$ cat src/rtl/uart_tx_if.sv
// uart_tx_if: byte handshake between the host and the UART transmitter.
//   data        8  byte offered by the host, sampled only on handshake
//   data_valid  1  host has a byte on data
//   data_ready  1  transmitter accepts a byte this cycle
// Modports: master = host side, slave = transmitter side.
interface uart_tx_if;
    logic [7:0] data;
    logic       data_valid;
    logic       data_ready;

    modport master (
        output data,
        output data_valid,
        input  data_ready
    );

    modport slave (
        input  data,
        input  data_valid,
        output data_ready
    );
endinterface

$ cat src/rtl/uart_tx.sv
// uart_tx: serialises one byte per valid/ready handshake onto tx as an 8N1
// frame (8E1/8O1 when built with UART_TX_PARITY_EN defined).
//
// Parameters:
//   CLK_FREQ    system clock, Hz
//   BAUD_RATE   line rate, bit/s; one bit lasts CLK_FREQ/BAUD_RATE clocks
//   STOP_BITS   1 or 2
//   PARITY_ODD  0 = even, 1 = odd (only meaningful with UART_TX_PARITY_EN)
//
// Ports:
//   clk       in   system clock, rising edge
//   reset_n   in   asynchronous active-low reset
//   host      if   slave side of uart_tx_if (data, data_valid, data_ready)
//   tx        out  registered serial line, idles high
//   busy      out  frame in progress
//   tx_done   out  one-cycle pulse on the final cycle of the last stop bit
//
// Build option: define UART_TX_PARITY_EN to insert a parity bit after the
// data bits.
//
// state    | meaning
// ---------+-------------------------------------------------
// S_IDLE   | line high, data_ready=1, waiting for a handshake
// S_START  | start bit (low)
// S_DATA   | data bits, LSB first, bit_idx selects the bit
// S_PARITY | parity bit (only with UART_TX_PARITY_EN)
// S_STOP   | STOP_BITS stop bits (high), tx_done on last cycle
module uart_tx #(
    parameter int CLK_FREQ   = 50000000,
    parameter int BAUD_RATE  = 115200,
    parameter int STOP_BITS  = 1,
    parameter int PARITY_ODD = 0
) (
    input  logic       clk,
    input  logic       reset_n,
    uart_tx_if.slave   host,
    output logic       tx,
    output logic       busy,
    output logic       tx_done
);

    localparam int CPB   = CLK_FREQ / BAUD_RATE;
    localparam int CNT_W = (CPB > 1) ? $clog2(CPB) : 1;
    localparam logic [CNT_W-1:0] CNT_LAST = CNT_W'(CPB - 1);
    localparam logic STOP_LAST = 1'(STOP_BITS - 1);

    typedef enum logic [2:0] {
        S_IDLE   = 3'd0,
        S_START  = 3'd1,
        S_DATA   = 3'd2,
        S_PARITY = 3'd3,
        S_STOP   = 3'd4
    } state_t;

    state_t           state_q, state_d;
    logic [CNT_W-1:0] cnt_q, cnt_d;
    logic [2:0]       bit_idx_q, bit_idx_d;
    logic             stop_idx_q, stop_idx_d;
    logic [7:0]       byte_q, byte_d;
    logic             tx_q, tx_d;
    logic             bit_end;

`ifdef UART_TX_PARITY_EN
    logic par_bit;
    assign par_bit = (PARITY_ODD != 0) ? ~^byte_q : ^byte_q;
`endif

    assign bit_end         = (cnt_q == CNT_LAST);
    assign host.data_ready = (state_q == S_IDLE);
    assign busy            = (state_q != S_IDLE);
    assign tx              = tx_q;

    always_ff @(posedge clk or negedge reset_n) begin
        if (!reset_n) begin
            state_q    <= S_IDLE;
            cnt_q      <= '0;
            bit_idx_q  <= '0;
            stop_idx_q <= 1'b0;
            byte_q     <= '0;
            tx_q       <= 1'b1;
        end else begin
            state_q    <= state_d;
            cnt_q      <= cnt_d;
            bit_idx_q  <= bit_idx_d;
            stop_idx_q <= stop_idx_d;
            byte_q     <= byte_d;
            tx_q       <= tx_d;
        end
    end

    // tx_d always carries the level of the bit that starts at the next edge,
    // so the line is a flop output and only moves on bit boundaries.
    always_comb begin
        state_d    = state_q;
        cnt_d      = cnt_q;
        bit_idx_d  = bit_idx_q;
        stop_idx_d = stop_idx_q;
        byte_d     = byte_q;
        tx_d       = tx_q;
        tx_done    = 1'b0;

        case (state_q)
            S_IDLE: begin
                cnt_d = '0;
                tx_d  = 1'b1;
                if (host.data_valid) begin
                    byte_d  = host.data;
                    state_d = S_START;
                    tx_d    = 1'b0;
                end
            end

            S_START: begin
                if (bit_end) begin
                    cnt_d     = '0;
                    bit_idx_d = '0;
                    state_d   = S_DATA;
                    tx_d      = byte_q[0];
                end else begin
                    cnt_d = cnt_q + CNT_W'(1);
                end
            end

            S_DATA: begin
                if (bit_end) begin
                    cnt_d = '0;
                    if (bit_idx_q == 3'd7) begin
`ifdef UART_TX_PARITY_EN
                        state_d = S_PARITY;
                        tx_d    = par_bit;
`else
                        state_d    = S_STOP;
                        stop_idx_d = 1'b0;
                        tx_d       = 1'b1;
`endif
                    end else begin
                        bit_idx_d = bit_idx_q + 3'd1;
                        tx_d      = byte_q[bit_idx_q + 3'd1];
                    end
                end else begin
                    cnt_d = cnt_q + CNT_W'(1);
                end
            end

`ifdef UART_TX_PARITY_EN
            S_PARITY: begin
                if (bit_end) begin
                    cnt_d      = '0;
                    state_d    = S_STOP;
                    stop_idx_d = 1'b0;
                    tx_d       = 1'b1;
                end else begin
                    cnt_d = cnt_q + CNT_W'(1);
                end
            end
`endif

            S_STOP: begin
                tx_d = 1'b1;
                if (bit_end) begin
                    cnt_d = '0;
                    if (stop_idx_q == STOP_LAST) begin
                        tx_done = 1'b1;
                        state_d = S_IDLE;
                    end else begin
                        stop_idx_d = 1'b1;
                    end
                end else begin
                    cnt_d = cnt_q + CNT_W'(1);
                end
            end

            default: begin
                state_d = S_IDLE;
                cnt_d   = '0;
                tx_d    = 1'b1;
            end
        endcase
    end

endmodule

$ cat src/flat_wrapper.sv
// flat-port wrapper written by rule: the top's interface ports become plain ports
module uart_tx_flat 
#(
    parameter int CLK_FREQ   = 50000000,
    parameter int BAUD_RATE  = 115200,
    parameter int STOP_BITS  = 1,
    parameter int PARITY_ODD = 0
)
  (clk, reset_n, tx, busy, tx_done, host_data, host_data_valid, host_data_ready);
  uart_tx_if host_i ();
  input  logic clk;
  input  logic reset_n;
  output logic tx;
  output logic busy;
  output logic tx_done;
  input wire logic [$bits(host_i.data)-1:0] host_data;
  input wire logic [$bits(host_i.data_valid)-1:0] host_data_valid;
  output wire logic [$bits(host_i.data_ready)-1:0] host_data_ready;
  assign host_i.data = host_data;
  assign host_i.data_valid = host_data_valid;
  assign host_data_ready = host_i.data_ready;
  uart_tx #(.CLK_FREQ(CLK_FREQ), .BAUD_RATE(BAUD_RATE), .STOP_BITS(STOP_BITS), .PARITY_ODD(PARITY_ODD)) u_core (.clk(clk), .reset_n(reset_n), .host(host_i), .tx(tx), .busy(busy), .tx_done(tx_done));
endmodule
$ cat config.mk
export PLATFORM = sky130hd
export DESIGN_NAME = uart_tx_flat
export DESIGN_NICKNAME = d
export VERILOG_FILES = /design/src/rtl/uart_tx_if.sv /design/src/rtl/uart_tx.sv /design/src/flat_wrapper.sv
export SDC_FILE = /design/constraint.sdc
export NUM_CORES = 1
export LEC_CHECK = 0
export ABC_AREA = 1
export CORE_ASPECT_RATIO = 0.8
export CORE_UTILIZATION = 37
export CTS_BUF_LIST = sky130_fd_sc_hd__clkbuf_16
export CTS_CLUSTER_DIAMETER = 200
export DETAILED_ROUTE_END_ITERATION = 8
export PLACE_DENSITY_LB_ADDON = 0.2
export RECOVER_POWER = 25
export SYNTH_ARGS = -nofsm -noshare
export SYNTH_HDL_FRONTEND = slang
export SYNTH_SLANG_ARGS = --single-unit
$ cat constraint.sdc
create_clock -name clk -period 1.9 [get_ports clk]
set_input_delay 0.57 -clock clk [delete_from_list [all_inputs] [get_ports clk]]
set_output_delay 0.57 -clock clk [all_outputs]
set_load 0.05 [all_outputs]
==> flow_summary.yaml, run 1 <==
yosys:
  syn_area_per_cell_um2: 9.484
  synthesis.nets: 153
  synth_area_mm2: 0.001309
  synthAdderAreaFrac_pct: 3.824
  yosys.area.top_type_share_pct: 43.98
  synthSimpleGateAreaFrac_pct: 29.83
  synthMuxAreaShare_pct: 9.178
  yosysWarnings: 0
  synth_area_leaders: "dfrtp_1, mux2_4, nand2_1"
  ys_seq_area_share_pct: 45.98
  synth_compound_area_share_pct: 3.920
  synth_cell_types: 25
  synth_top_family_by_area: "simple AND/OR/NAND/NOR gates"
  yosys.area_share.xor_xnor_pct: 2.008
  syn_inst: 138
  yosysTopAreaCell: "dfrtp_1"
  ys_ff_latch: 24
die:
  io_pins: 15
  die_w_um: 68.50
  initial_core_util_pct: 40.64
  coreArea_mm2: 0.003221
  fp.dieH_um: 55.20
  dieArea_mm2: 0.003781
  placementRows: 18
pwr:
  power_density_mw_per_mm2: 1513
  p_total_mw: 2.533
  p_int_mw: 1.608
  p_sw_uw: 924.7
  power.share.sequential_pct: 31.1
  combinationalPowerShare_pct: 45.4
  clkPwrFrac_pct: 23.5
  p_leak_nw: 0.8087
  peakVddDrop_mv: 0.7205
  switching_share_pct: 36.51
route:
  via_per_inst: 4.804
  drt-pass1-iter-count: 4
  drtAntennaViolNets: 0
  vias: 956
  drcViolationCount: 0
  post_drt_wl_per_cell_um: 11.77
  drtIter0Drc: 55
  wl_um: 2342
global_route:
  grt_pass1_wl_um: 3960
  grt_pass1_vias: 851
  grt_usage_pct: 14.88
  antenna_found_initial: 0
  overflow: 0
  grt_max_degree: 25
placed_design:
  port_buffers: 14
  pre_cts_ws_ns: 0.1702
  post-dp-hpwl_um: 1733
  placed_cells: 194
  dpl_cell_area_mm2: 0.001556
  gp_congestion: 0.7758
timing:
  worstMarginPinSlew_ns: 0.5850
  holdWs_ns: 0.4917
  maxSlewViolCount: 0
  rsz0062_at_grt: "true"
  period_share_pct: 99.28
  hold_viol: 0
  fin_tns_setup_ns: 0
  relSlewSlack_pct: 61.00
  layout_min_cycle_time_ns: 1.886
  timing.fmax_mhz: 530.1
  setup_viol: 0
  clock_skew_ns: 0.001230
  fin_ws_ns: 0.01360
critical_path:
  cpPeakStageDelay_ns: 0.38
  cp.required_ns: 1.33
  cp_data_arrival_time_ns: 1.32
  slowest_stage: "dfrtp_1"
  worstSetupEndpointType: "output port"
  cp_num_buf_inv: 2
  critical_path_class: "flip-flop to output port"
  critPathTopFamily: "flip-flops"
  start_kind: "flip-flop"
  crit_fanout: 2
  crit_chain: "inv_1 -> ha_1 -> nand2_1 -> nor2_2 -> nand2_4 -> nor2_4 -> buf_12"
clock_network:
  clock-root-buffer: "clkbuf_16"
  clkSinkCount: 24
  max-clock-path-buffers: 2
  cts_tree: "yes"
  ctsHtreeMaxLevel: 1
  clock_latency_ns: 0.25
  clk_pin_slew_worst_paths_ns: 0.06
  cts_buffers: 3
outcome:
  status: "finished clean"
finish:
  nets: 175
  drive_gt1_share_pct: 25.16
  antenna_cells: 0
  final_cells: 199
  syn2layout_area_growth_pct: 27.92
  final_cell_mix: "nand2_1, dfrtp_1, inv_1"
  final_area_mm2: 0.001674
  final_core_util_pct: 51.98
hold_path:
  hp-class: "flip-flop to flip-flop"
run:
  drv_cap: 0
## metal layers
metal,track usage (%),share of wire [%],up-vias
met5,0,0,-
met3,4.918,4.4,2
met4,2.083,0.30,0
li1,-,-,490
met2,20.92,42,19
met1,22.26,53,445
## cell type report
cell class,count,area [µm²]
clock buffer,3,75.07
multi-input combinational,96,648.1
tap,40,50.05
fill,289,1546
inverter,18,68.82
sequential,24,601.8
timing repair buffer,17,200.2
clock inverter,1,30.03
## kinds of logic (layout without fill, tap and decap cells)
| group | Yosys count | count (layout) |
|---|---|---|
| mux | 8 | 8 |
| compound gates | 10 | 10 |
| buf+inv | 18 | 39 |
| simple gates | 71 | 71 |
| fa+ha+maj | 4 | 4 |
| xor+xnor | 3 | 3 |
| flops | 24 | 24 |
## registers in the layout, summed over array words and instances (netlist names)
register,flops
u_core.tx,1
u_core.state_q,3
u_core.bit_idx_q,3
u_core.cnt_q,9
u_core.byte_q,8
## worst register-to-register path, stage by stage (launching register included)
cell and delay (ns):
dfrtp_1 0.45, ha_1 0.23, ha_1 0.31, inv_1 0.08, nand3_1 0.08, nand3_1 0.06, nand2_1 0.08, nand2_1 0.06
a21oi_1 0.14
## final timing paths
| path | from | to | slack, ns | cells after the start |
|---|---|---|---|---|
| max in group asynchronous | reset_n | u_core.byte_q[3]$_DFFE_PN0P_ | 0.68 | 2 |
| worst min-delay path | u_core.cnt_q[0]$_DFF_PN0_ | u_core.cnt_q[0]$_DFF_PN0_ | 0.49 | 1 |
| worst max register to register | u_core.bit_idx_q[0]$_DFFE_PN0P_ | u_core.tx$_DFFE_PN1P_ | 0.34 | 8 |
| min in group asynchronous | reset_n | u_core.cnt_q[3]$_DFF_PN0_ | 0.84 | 2 |
| worst max-delay path | u_core.cnt_q[1]$_DFF_PN0_ | tx_done | 0.01 | 7 |
| worst min register to register | u_core.cnt_q[0]$_DFF_PN0_ | u_core.cnt_q[0]$_DFF_PN0_ | 0.49 | 1 |
## power by group through the flow
stage	combinational (mW)	sequential (mW)	clock [mW]
3_3_place_gp	1.13	0.795	0
5_1_grt	1.25	0.813	0.634
3_5_place_dp	1.14	0.799	0
4_1_cts	1.16	0.791	0.609
6_report	1.15	0.789	0.595
2_1_floorplan	0.787	0.799	0
## synthesized netlist by cell type
| cell | number |
|---|---|
| nor3b_2 | 1 |
| dfrtp_1 | 23 |
| ha_1 | 4 |
| mux2_4 | 8 |
| nor3_2 | 4 |
| nand4_1 | 1 |
| nor2_2 | 1 |
| inv_1 | 15 |
| nand2_8 | 1 |
| nand3b_1 | 2 |
| nor3_1 | 1 |
| nand2_4 | 4 |
| nand2_1 | 23 |
| nor2_1 | 16 |
| o21ai_0 | 3 |
| nand3_2 | 1 |
| a31oi_1 | 1 |
| a21oi_1 | 2 |
| inv_2 | 2 |
| o21ai_1 | 4 |
| nand3_1 | 13 |
| dfstp_2 | 1 |
| clkinv_2 | 1 |
| nand2_2 | 3 |
| xor2_1 | 3 |
## repair_timing
| item | 4_1_cts | 5_1_grt |
|---|---|---|
| hold buffers | 0 | 0 |
| gates resized for setup | 2 | 0 |
| endpoints found under the setup margin | 1 | 1 |
| setup buffers | 1 | 0 |
| pin swaps | 1 | 0 |
| endpoints found under the hold margin | 0 | 0 |
(Power assumes the default switching activity.)
==> run 2: changes to the inputs <==
--- a/config.mk
+++ b/config.mk
@@ -13,6 +13,7 @@
 export DETAILED_ROUTE_END_ITERATION = 8
 export PLACE_DENSITY_LB_ADDON = 0.2
 export RECOVER_POWER = 25
+export SLEW_MARGIN = 10
 export SYNTH_ARGS = -nofsm -noshare
 export SYNTH_HDL_FRONTEND = slang
 export SYNTH_SLANG_ARGS = --single-unit
==> results of run 2 <==
No change in the layout: final DEF, timing and power equal those of run 1.
==> run 3: changes to the inputs <==
--- a/config.mk
+++ b/config.mk
@@ -6,6 +6,7 @@
 export NUM_CORES = 1
 export LEC_CHECK = 0
 export ABC_AREA = 1
+export CAP_MARGIN = 10
 export CORE_ASPECT_RATIO = 0.8
 export CORE_UTILIZATION = 37
 export CTS_BUF_LIST = sky130_fd_sc_hd__clkbuf_16
==> results of run 3 <==
No change in the layout: final DEF, timing and power equal those of run 1.
